### config.mk
export PLATFORM = sky130hd
export DESIGN_NAME = render_sequencer
export DESIGN_NICKNAME = d
export VERILOG_FILES = /design/src/rtl/render_sequencer_pkg.sv /design/src/rtl/render_sequencer_frame_tick_gen.sv /design/src/rtl/render_sequencer.sv
export SDC_FILE = /design/constraint.sdc
export NUM_CORES = 1
export LEC_CHECK = 0
export CAP_MARGIN = 20
export CORE_MARGIN = 2
export CORE_UTILIZATION = 35
export CTS_BUF_LIST = sky130_fd_sc_hd__clkbuf_8
export CTS_CLUSTER_SIZE = 28
export DETAILED_ROUTE_END_ITERATION = 10
export PLACE_DENSITY = 0.65
export SYNTH_ARGS = -nofsm -noshare
export SYNTH_HDL_FRONTEND = slang
export SYNTH_HIERARCHICAL = 1
export SYNTH_SLANG_ARGS = --single-unit
### constraint.sdc
create_clock -name clock -period 2.3 [get_ports clock]
set_clock_uncertainty 0.2 [all_clocks]
set_input_delay 0.69 -clock clock [delete_from_list [all_inputs] [get_ports clock]]
set_output_delay 0.69 -clock clock [all_outputs]
set_load 0.02 [all_outputs]
### src/rtl/render_sequencer_pkg.sv
// Shared types and constants for the per-frame render sequencer.
package render_sequencer_pkg;

   localparam int VGA_X_W  = 8;
   localparam int VGA_Y_W  = 7;
   localparam int COLOUR_W = 18;

   localparam logic [COLOUR_W-1:0] DEFAULT_CEIL_COLOUR  = 18'h0A28A;
   localparam logic [COLOUR_W-1:0] DEFAULT_FLOOR_COLOUR = 18'h14514;

   typedef logic [VGA_X_W-1:0] vga_x_t;
   typedef logic [VGA_Y_W-1:0] vga_y_t;

   typedef enum logic [2:0] {
      IDLE,
      CLEAR,
      START,
      DRAW,
      WAIT_TICK
   } state_t;

endpackage

### src/rtl/render_sequencer_frame_tick_gen.sv
// Free-running frame-period counter; tick is high in the last cycle of each period.
module render_sequencer_frame_tick_gen #(
   parameter int FRAME_CYCLES = 833334
) (
   input  logic clock,
   input  logic reset,
   output logic tick
);

   localparam int CNT_W = (FRAME_CYCLES > 1) ? $clog2(FRAME_CYCLES) : 1;
   localparam logic [CNT_W-1:0] LAST = CNT_W'(FRAME_CYCLES - 1);

   logic [CNT_W-1:0] count;

   always_ff @(posedge clock or negedge reset) begin
      if (!reset)             count <= '0;
      else if (count == LAST) count <= '0;
      else                    count <= count + CNT_W'(1);
   end

   assign tick = (count == LAST);

endmodule

### src/rtl/render_sequencer.sv
// Per-frame render controller: background sweep, FPV start, FPV write forwarding.
// RENDER_FRAME_LIMIT_EN paces frames to the frame tick; undefined renders back-to-back.
module render_sequencer
   import render_sequencer_pkg::*;
#(
   parameter int                  SCREEN_W     = 160,
   parameter int                  SCREEN_H     = 120,
   parameter int                  FRAME_CYCLES = 833334,
   parameter logic [COLOUR_W-1:0] CEIL_COLOUR  = DEFAULT_CEIL_COLOUR,
   parameter logic [COLOUR_W-1:0] FLOOR_COLOUR = DEFAULT_FLOOR_COLOUR
) (
   input  logic                clock,
   input  logic                reset,
   input  logic                enable,
   output logic                fpv_start,
   input  logic                fpv_done,
   input  logic [VGA_X_W-1:0]  fpv_x,
   input  logic [VGA_Y_W-1:0]  fpv_y,
   input  logic [COLOUR_W-1:0] fpv_colour,
   input  logic                fpv_write,
   output logic [VGA_X_W-1:0]  vga_x,
   output logic [VGA_Y_W-1:0]  vga_y,
   output logic [COLOUR_W-1:0] vga_colour,
   output logic                vga_write,
   output logic                frame_done,
   output logic                busy
);

   if (SCREEN_W < 1 || SCREEN_W > 256 || SCREEN_H < 2 || SCREEN_H > 128 || FRAME_CYCLES < 2)
   begin : g_param_check
      $error("render_sequencer: parameter out of range");
   end

   localparam vga_x_t X_LAST = vga_x_t'(SCREEN_W - 1);
   localparam vga_y_t Y_LAST = vga_y_t'(SCREEN_H - 1);
   localparam vga_y_t Y_HALF = vga_y_t'(SCREEN_H / 2);

   state_t state;
   vga_x_t clr_x;
   vga_y_t clr_y;
   logic   frame_ready;

`ifdef RENDER_FRAME_LIMIT_EN
   logic tick;
   logic tick_pending;
   logic enter_clear;

   render_sequencer_frame_tick_gen #(.FRAME_CYCLES(FRAME_CYCLES)) u_frame_tick_gen (
      .clock (clock),
      .reset (reset),
      .tick  (tick)
   );

   assign frame_ready = tick_pending | tick;
   assign enter_clear = enable & ((state == IDLE) | ((state == WAIT_TICK) & frame_ready));

   // Any number of ticks missed during a long frame collapse into one pending start.
   always_ff @(posedge clock or negedge reset) begin
      if (!reset)           tick_pending <= 1'b0;
      else if (enter_clear) tick_pending <= 1'b0;
      else if (tick)        tick_pending <= 1'b1;
   end
`else
   assign frame_ready = 1'b1;
`endif

   always_ff @(posedge clock or negedge reset) begin
      if (!reset) begin
         state      <= IDLE;
         clr_x      <= '0;
         clr_y      <= '0;
         vga_x      <= '0;
         vga_y      <= '0;
         vga_colour <= '0;
         vga_write  <= 1'b0;
         fpv_start  <= 1'b0;
         frame_done <= 1'b0;
         busy       <= 1'b0;
      end else begin
         // NOTE: one-cycle strobes default low here; a later assignment in the case wins.
         vga_write  <= 1'b0;
         fpv_start  <= 1'b0;
         frame_done <= 1'b0;

         unique case (state)
            IDLE: begin
               if (enable) begin
                  state <= CLEAR;
                  busy  <= 1'b1;
               end
            end
            CLEAR: begin
               vga_x      <= clr_x;
               vga_y      <= clr_y;
               vga_colour <= (clr_y < Y_HALF) ? CEIL_COLOUR : FLOOR_COLOUR;
               vga_write  <= 1'b1;
               if (clr_x == X_LAST) begin
                  clr_x <= '0;
                  if (clr_y == Y_LAST) begin
                     clr_y <= '0;
                     state <= START;
                  end else begin
                     clr_y <= clr_y + vga_y_t'(1);
                  end
               end else begin
                  clr_x <= clr_x + vga_x_t'(1);
               end
            end
            START: begin
               fpv_start <= 1'b1;
               state     <= DRAW;
            end
            DRAW: begin
               vga_x      <= fpv_x;
               vga_y      <= fpv_y;
               vga_colour <= fpv_colour;
               vga_write  <= fpv_write;
               if (fpv_done) begin
                  frame_done <= 1'b1;
                  state      <= WAIT_TICK;
               end
            end
            WAIT_TICK: begin
               if (frame_ready) begin
                  if (enable) begin
                     state <= CLEAR;
                  end else begin
                     state <= IDLE;
                     busy  <= 1'b0;
                  end
               end
            end
            default: begin
               state <= IDLE;
               busy  <= 1'b0;
            end
         endcase
      end
   end

endmodule

==> flow_summary.toml, run 1 <==
[outcome]
status = "completed"

[die]
row_count = 30
die_y_microns = 87.8
core_area_sq_mm = 0.00679
io_pins = 75
die_w_microns = 87.8
start_util = 0.362
die-area_sq_mm = 0.00771

[detailed_routing]
drc_errors = 0
vias = 1972
avgRoutedWirePerCell_microns = 13.3
avgViaCountPerCell = 4.72
wl_mm = 5.55
ant_nets = 0
drtIter0Drc = 106
firstDrtPassIters = 4

[synthesis]
syn_area_per_cell_sq_um = 9.99
syn_nets = 286
synth_top_family_by_area = "simple AND/OR/NAND/NOR gates"
yosys_warnings = 6
seq_area_frac_synth = 0.560
synth_adder_area_share = 0.0143
synth_edf_count = 0
yosys.area_share.simple = 0.177
ys_types = 37
syn-cell-area_sq_mm = 0.00246
synth_compound_area_frac = 0.132
synth_ff_type = "dfrtp_1"
async_reset_ff_frac = 1.00
synth_mux_area_frac = 0.0657
ys_seq_elements = 55
synthXorXnorAreaFrac = 0.0214
synthCells = 246

[grt]
grt_pass1_wl_mm = 9.05
grt_overflow = 0
grt_pass1_vias = 1905
antenna_found_initial = 0
grt_usage = 0.149
grt_max_degree = 43

[clock_network]
cts_max_path_buffers = 2
insertion_delay_ps = 300
cts_root_buf = "clkbuf_8"
cts_setup_buffers = 0
cts.htree.levels = 2
numClockSinks = 55
clk_pin_slew_ps = 90
cts_resized = 0
cts_hold_buf = 0
cts_buffers = 5
cts_tree = "built"

[timing]
fin_crit_sh = 0.950
hold_violations = 0
timing.slew.headroom = 0.637
holdWs_ps = 143
max_slew.worst_pin.slew_ps = 543
rsz0062_at_grt = "false"
drv_slew = 0
fin_crit_ps = 2180
clock.fmax_mhz = 458
tns_ps = 0
setup_viol = 0

[worst_setup_path]
rr_startpoint = "state[2]$_DFFE_PN0P_"
worstRegToRegCells = 4
path_buf_inv = 1
crit_chain = "clkdlybuf4s50_1"
cp-end-kind = "output port"
slowest_delay_ps = 620
crit_cells = 1
cp.arrival_ps = 1290
critical-path-slowest-cell = "clkdlybuf4s50_1"
cp-start-kind = "flip-flop"
critPathKind = "flip-flop to output port"
timing.rr.end = "clr_y[3]$_DFFE_PN0P_"
reg2reg_setup_slack_ps = 130
crit_family = "buffers and inverters"
worstPathMaxFanout = 2
worstPathRequired_ps = 1410

[cells_and_area]
antenna_cells = 0
design_area_sq_mm = 0.00343
area_delta_synth_final_pct = 39.8
post-route-util = 0.506
multi_input_area_sq_mm = 0.00101
drive_above_1_share = 0.0590
n_fill_cell = 647
regArea_sq_mm = 0.00138
fin_nets = 363

[placed_design]
place_congestion = 0.823
place_hpwl_mm = 3.91
placed_cell_area_sq_mm = 0.00336
port_buffers = 74

[pwr]
cellLeakagePower_nw = 1.41
power_density_mw_per_mm2 = 810
vdd_ir_drop_max_v = 0.000259

[hold_path]
hold_class = "primary input to async pin"

[run]
drv_cap = 0
==> how the worst max path moves through the flow <==
stage | from | endpoint | slack, ps
2_1_floorplan | state[1]$_DFFE_PN0P_ | clr_y[3]$_DFFE_PN0P_ | 90
3_3_place_gp | state[2]$_DFFE_PN0P_ | clr_y[3]$_DFFE_PN0P_ | 160
3_5_place_dp | state[2]$_DFFE_PN0P_ | clr_y[3]$_DFFE_PN0P_ | 150
4_1_cts | vga_colour[15]$_DFFE_PN0P_ | vga_colour[15] | 110
5_1_grt | state[2]$_DFFE_PN0P_ | clr_y[3]$_DFFE_PN0P_ | 50
6_report | vga_colour[15]$_DFFE_PN0P_ | vga_colour[15] | 120
==> kinds of logic after synthesis <==
group | Yosys count
xor gates and xnor gates | 6
AOI/OAI and AO/OA | 56
adders and majority gates | 3
muxes | 16
and+or+nand+nor | 91
DFF | 55
buffers and inverters | 19
==> per-layer routing <==
| layer | global-route usage | vias to the layer above | wire length (microns) |
|---|---|---|---|
| met2 | 0.240 | 54 | 2580 |
| met5 | 0 | - | 0 |
| met3 | 0.0358 | 8 | 321 |
| li1 | - | 999 | - |
| met4 | 0.0531 | 0 | 63 |
| met1 | 0.198 | 911 | 2580 |
==> report_power, final <==
| part | leakage [nW] | internal [mW] | switching [mW] |
|---|---|---|---|
| Combinational | 0.658 | 0.474 | 0.532 |
| Clock | 0.0413 | 0.199 | 0.284 |
| Sequential | 0.705 | 1.15 | 0.144 |
| Total | 1.41 | 1.82 | 0.960 |
==> synth_stat cells (all sizes together), types with 2 or more instances <==
library cell,instances,share of area
nor3b,4,0.012
and4,2,0.0071
o31ai,6,0.018
and2,2,0.0051
dfrtp,55,0.56
mux2i,15,0.061
a21oi,9,0.018
and3,2,0.0051
nand3,5,0.010
nor3,2,0.0041
xnor2,3,0.011
nand4,2,0.0051
clkbuf,10,0.015
nor2,7,0.011
buf,4,0.0066
o21a,2,0.0061
nor2b,7,0.018
o21ai,32,0.065
xor2,3,0.011
nand2,53,0.081
inv,5,0.0076
ha,2,0.010
==> through the flow <==
stage	power, mW	setup WS, ps	instances
4_1_cts	2.81	111	418
3_5_place_dp	2.33	151	412
3_3_place_gp	2.31	165	412
5_1_grt	2.97	45.1	418
6_report	2.78	116	418
2_1_floorplan	1.84	91.5	246
==> state kept, by name, indices dropped and copies added (netlist names) <==
signal / count
vga_write: 1
vga_y: 7
clr_x: 8
fpv_start: 1
vga_x: 8
busy: 1
vga_colour: 18
state: 3
frame_done: 1
clr_y: 7
==> cell usage in the layout, fill, tap and decap left out, types with 6 or more instances in the layout <==
| master | synthesis | routed |
|---|---|---|
| inv_1 | 5 | 6 |
| nor2_1 | 7 | 7 |
| o21ai_0 | 32 | 32 |
| clkdlybuf4s50_1 | 0 | 73 |
| buf_4 | 0 | 8 |
| mux2i_1 | 15 | 15 |
| dfrtp_1 | 55 | 55 |
| nor2b_1 | 7 | 7 |
| o31ai_1 | 6 | 6 |
| nand2_1 | 53 | 52 |
| a21oi_1 | 9 | 9 |
==> cell type report <==
type | instances | area share
clock inverters | 1 | 0.00109
repair buffers | 84 | 0.243
well taps | 96 | 0.0350
multi-input cells | 172 | 0.294
clock buffers | 5 | 0.0200
inverters | 5 | 0.00546
flip-flops and latches | 55 | 0.401
Note: power is estimated with default switching activity, not from simulation.
==> inputs of run 2 (changes only) <==
Settings changed: CELL_PAD_IN_SITES_DETAIL_PLACEMENT set to 1, CELL_PAD_IN_SITES_GLOBAL_PLACEMENT set to 1, CORE_UTILIZATION 35 to 33, GPL_TIMING_DRIVEN set to 0, PLACE_DENSITY 0.65 to 0.78.
==> flow_summary.toml, run 2 (synthesized netlist as in run 1, its figures left out) <==
[pwr]
internal-power_mw = 1.94
power_frac_seq = 0.440
power_density_mw_per_mm2 = 863
cellLeakagePower_nw = 1.40
comb_power_share = 0.334
power_switching_mw = 1.05
switching_share = 0.351
vdd_ir_drop_max_v = 0.000424
p_clk_frac = 0.226
power_mw = 2.99

[detailed_routing]
drtIter0Drc = 90
vias = 2124
firstDrtPassIters = 4
avgRoutedWirePerCell_microns = 16.2
drc_errors = 0
wl_mm = 6.93
ant_nets = 0
avgViaCountPerCell = 4.97

[grt]
antenna_found_initial = 0
grt_pass1_wl_mm = 11.9
grt_max_degree = 29
grt_overflow = 0
grt_usage = 0.181
grt_pass1_vias = 2360

[worst_setup_path]
slowest_delay_ps = 620
path_buf_inv = 1
crit_chain = "clkdlybuf4s50_1"
cp.arrival_ps = 1300
crit_family = "buffers and inverters"
worstPathMaxFanout = 2
critPathKind = "flip-flop to output port"
cp-start-kind = "flip-flop"
critical-path-slowest-cell = "clkdlybuf4s50_1"
worstPathRequired_ps = 1410
cp-end-kind = "output port"

[timing]
fin_crit_sh = 0.953
fin_crit_ps = 2190
max_slew.worst_pin.slew_ps = 1010
clock.fmax_mhz = 456
drv_slew = 0
rsz0062_at_grt = "false"
timing.slew.headroom = 0.325
hold_violations = 0
holdWs_ps = 206
tns_ps = 0
setup_viol = 0

[clock_network]
cts_buffers = 5
cts_root_buf = "clkbuf_8"
cts_max_path_buffers = 2
insertion_delay_ps = 310
numClockSinks = 55
cts_hold_buf = 0
cts_setup_buffers = 0
clk_pin_slew_ps = 90
cts.htree.levels = 2
cts_tree = "built"

[placed_design]
place_congestion = 0.758
place_hpwl_mm = 5.13
port_buffers = 74
placed_cell_area_sq_mm = 0.00334

[cells_and_area]
antenna_cells = 0
final_cell_mix = "clkdlybuf4s50_1, dfrtp_1, nand2_1, o21ai_0, mux2i_1"
drive_above_1_share = 0.0518
largestRegisters = "vga_colour x18, clr_x x8, vga_x x8"
regMostFlops = "vga_colour"
area_delta_synth_final_pct = 41.1
final_common_cell = "clkdlybuf4s50_1"
post-route-util = 0.481
largest_reg_flops = 18
design_area_sq_mm = 0.00347
fin_nets = 367

[die]
row_count = 31
io_pins = 75
core_area_sq_mm = 0.00721
die_y_microns = 90.3
die-area_sq_mm = 0.00815
die_w_microns = 90.3
start_util = 0.341

[hold_path]
hold_class = "primary input to async pin"

[run]
drv_cap = 0

[outcome]
status = "completed"
==> run 2: cell count changes in the layout (fill, tap and decap cells not counted), sizes merged <==
| cell | previous run | this run |
|---|---|---|
| clkbuf | 5 | 15 |
| buf | 11 | 6 |
| bufinv | 0 | 1 |
| clkinv | 0 | 1 |
| inv | 6 | 5 |
==> run 2: stage by stage <==
stage | setup slack (ps) | instances
floorplan | 91.5 | 246
global placement | -1440 | 419
detailed placement | -37.2 | 420
CTS | 19.8 | 427
global route | 17.6 | 427
finish | 108 | 427
==> run 2: timing repair <==
action,in CTS,in global routing
resized for setup,2,2
pin swaps,0,1
setup endpoints to repair,5,3
==> run 2: layout make-up <==
class | count | area (sq um)
inverters | 5 | 18.8
clock buffers | 6 | 82.6
fillers | 833 | 3750
multi-input cells | 172 | 1020
flip-flops and latches | 55 | 1380
plain buffers | 13 | 50.0
clock inverters | 2 | 35.0
repair buffers | 75 | 756
well taps | 99 | 124
==> run 2: worst paths after layout <==
check                      depth (start not counted)                       from                        end  slack (ps)
min                                                1                      reset  vga_colour[5]$_DFFE_PN0P_         210
max reg2reg                                        5       state[1]$_DFFE_PN0P_       clr_y[3]$_DFFE_PN0P_         110
max in group asynchronous                          2                      reset       clr_y[0]$_DFFE_PN0P_        1120
max                                                1  vga_colour[7]$_DFFE_PN0P_              vga_colour[7]         110
min reg2reg                                        2       vga_x[6]$_DFFE_PN0P_       vga_x[6]$_DFFE_PN0P_         290
min in group clock                                 2       vga_x[6]$_DFFE_PN0P_       vga_x[6]$_DFFE_PN0P_         290
==> run 2: layer usage <==
| metal | routed length, microns | track usage |
|---|---|---|
| met1 | 2950 | 0.219 |
| met2 | 3620 | 0.325 |
| met3 | 273 | 0.0417 |
| met4 | 76 | 0.0449 |
| met5 | 0 | 0 |
==> run 2: power by group through the flow <==
stage | Combinational, mW | Clock [mW] | Sequential (mW)
finish | 0.998 | 0.676 | 1.32
floorplan | 0.398 | 0 | 1.44
detailed placement | 1.01 | 0 | 1.33
global placement | 0.974 | 0 | 1.32
global route | 1.10 | 0.735 | 1.35
CTS | 1.02 | 0.699 | 1.31
==> inputs of run 3 (changes only) <==
Settings changed: RECOVER_POWER set to 50.
==> flow_summary.toml, run 3 (synthesized netlist as in run 1, its figures left out) <==
[detailed_routing]
avgViaCountPerCell = 4.97
vias = 2123
avgRoutedWirePerCell_microns = 16.2
drc_errors = 0
drtIter0Drc = 90
firstDrtPassIters = 4
ant_nets = 0
wl_mm = 6.93

[cells_and_area]
multi_input_area_sq_mm = 0.00102
largestRegisters = "vga_colour x18, clr_x x8, vga_x x8"
fin_nets = 367
final_common_cell = "clkdlybuf4s50_1"
largest_reg_flops = 18
area_delta_synth_final_pct = 40.5
n_fill_cell = 835
fin_cells = 427
drive_above_1_share = 0.0518
post-route-util = 0.478
design_area_sq_mm = 0.00345
regArea_sq_mm = 0.00138
final_cell_mix = "clkdlybuf4s50_1, dfrtp_1, nand2_1, o21ai_0, mux2i_1"
antenna_cells = 0
regMostFlops = "vga_colour"

[clock_network]
cts_max_path_buffers = 2
cts_hold_buf = 0
clk_pin_slew_ps = 90
cts_buffers = 5
insertion_delay_ps = 310
cts_setup_buffers = 0
cts_root_buf = "clkbuf_8"
cts_tree = "built"
cts.htree.levels = 2
numClockSinks = 55

[grt]
grt_overflow = 0
grt_max_degree = 29
grt_usage = 0.181
grt_pass1_wl_mm = 11.9
antenna_found_initial = 0
grt_pass1_vias = 2360

[timing]
hold_violations = 0
rsz0062_at_grt = "false"
timing.slew.headroom = 0.323
fin_crit_sh = 0.954
max_slew.worst_pin.slew_ps = 1010
clock.fmax_mhz = 456
setup_viol = 0
drv_slew = 0
fin_crit_ps = 2190

[hold_path]
hold_class = "primary input to async pin"

[run]
drv_cap = 0

[worst_setup_path]
worstPathRequired_ps = 1410
critPathKind = "flip-flop to output port"
crit_chain = "clkdlybuf4s50_1"
cp-end-kind = "output port"
worstPathMaxFanout = 2
cp-start-kind = "flip-flop"
crit_family = "buffers and inverters"
slowest_delay_ps = 630
critical-path-slowest-cell = "clkdlybuf4s50_1"
cp.arrival_ps = 1300
path_buf_inv = 1

[die]
die-area_sq_mm = 0.00815
core_area_sq_mm = 0.00721
die_w_microns = 90.3
io_pins = 75
start_util = 0.341
die_y_microns = 90.3
row_count = 31

[pwr]
vdd_ir_drop_max_v = 0.000424
cellLeakagePower_nw = 1.39
power_density_mw_per_mm2 = 865

[placed_design]
port_buffers = 74
place_congestion = 0.758
placed_cell_area_sq_mm = 0.00334
place_hpwl_mm = 5.13
dp.cells = 420

[outcome]
status = "completed"
## run 3: cell types whose count changed in the layout (fill, tap and decap cells not counted), sizes merged
| cell | delta |
|---|---|
| buf | -3 |
| clkbuf | +3 |
| clkdlybuf4s50 | -1 |
| dlygate4sd3 | +1 |
## run 3: cell type report
class | count | share of cell area
clock inverter | 2 | 0.0101
clock buffer | 6 | 0.0239
inverter | 5 | 0.00544
timing repair buffer | 75 | 0.215
multi-input combinational | 172 | 0.296
sequential | 55 | 0.399
buffer | 13 | 0.0145
tap | 99 | 0.0359
## run 3: per-layer routing
metal,share of wire,GRT usage,wire length (microns)
met1,0.43,0.219,2950
met2,0.52,0.325,3620
met3,0.040,0.0417,274
met4,0.011,0.0449,76
met5,0,0,0
## run 3: worst paths after layout
| check | endpoint | slack, ps | cells after the start | start |
|---|---|---|---|---|
| min in group clock | vga_x[6]$_DFFE_PN0P_ | 290 | 2 | vga_x[6]$_DFFE_PN0P_ |
| worst min register to register | vga_x[6]$_DFFE_PN0P_ | 290 | 2 | vga_x[6]$_DFFE_PN0P_ |
| worst min-delay path | vga_colour[5]$_DFFE_PN0P_ | 190 | 1 | reset |
| worst max register to register | clr_y[3]$_DFFE_PN0P_ | 110 | 5 | state[1]$_DFFE_PN0P_ |
| worst max-delay path | vga_colour[7] | 110 | 1 | vga_colour[7]$_DFFE_PN0P_ |
| max in group asynchronous | clr_y[0]$_DFFE_PN0P_ | 600 | 2 | reset |
## run 3: power breakdown
| part | internal [mW] | switching, mW |
|---|---|---|
| clock network | 0.353 | 0.323 |
| logic | 0.434 | 0.560 |
| registers | 1.15 | 0.165 |
## run 3: stage by stage
stage	TNS (ps)	power, mW	hold slack, ps	setup slack, ps
after floorplan	0	1.84	194	91.5
after global placement	-78970	2.29	261	-1440
after detailed placement	-42.0	2.34	271	-37.2
after CTS	0	3.03	219	19.8
after global routing	0	3.18	226	13.3
final	0	2.99	191	105
## run 3: timing repair
item                                    CTS  global route
gates cloned                              0             0
endpoints found under the setup margin    5             3
resized for setup                         2             2
pin swaps                                 0             1
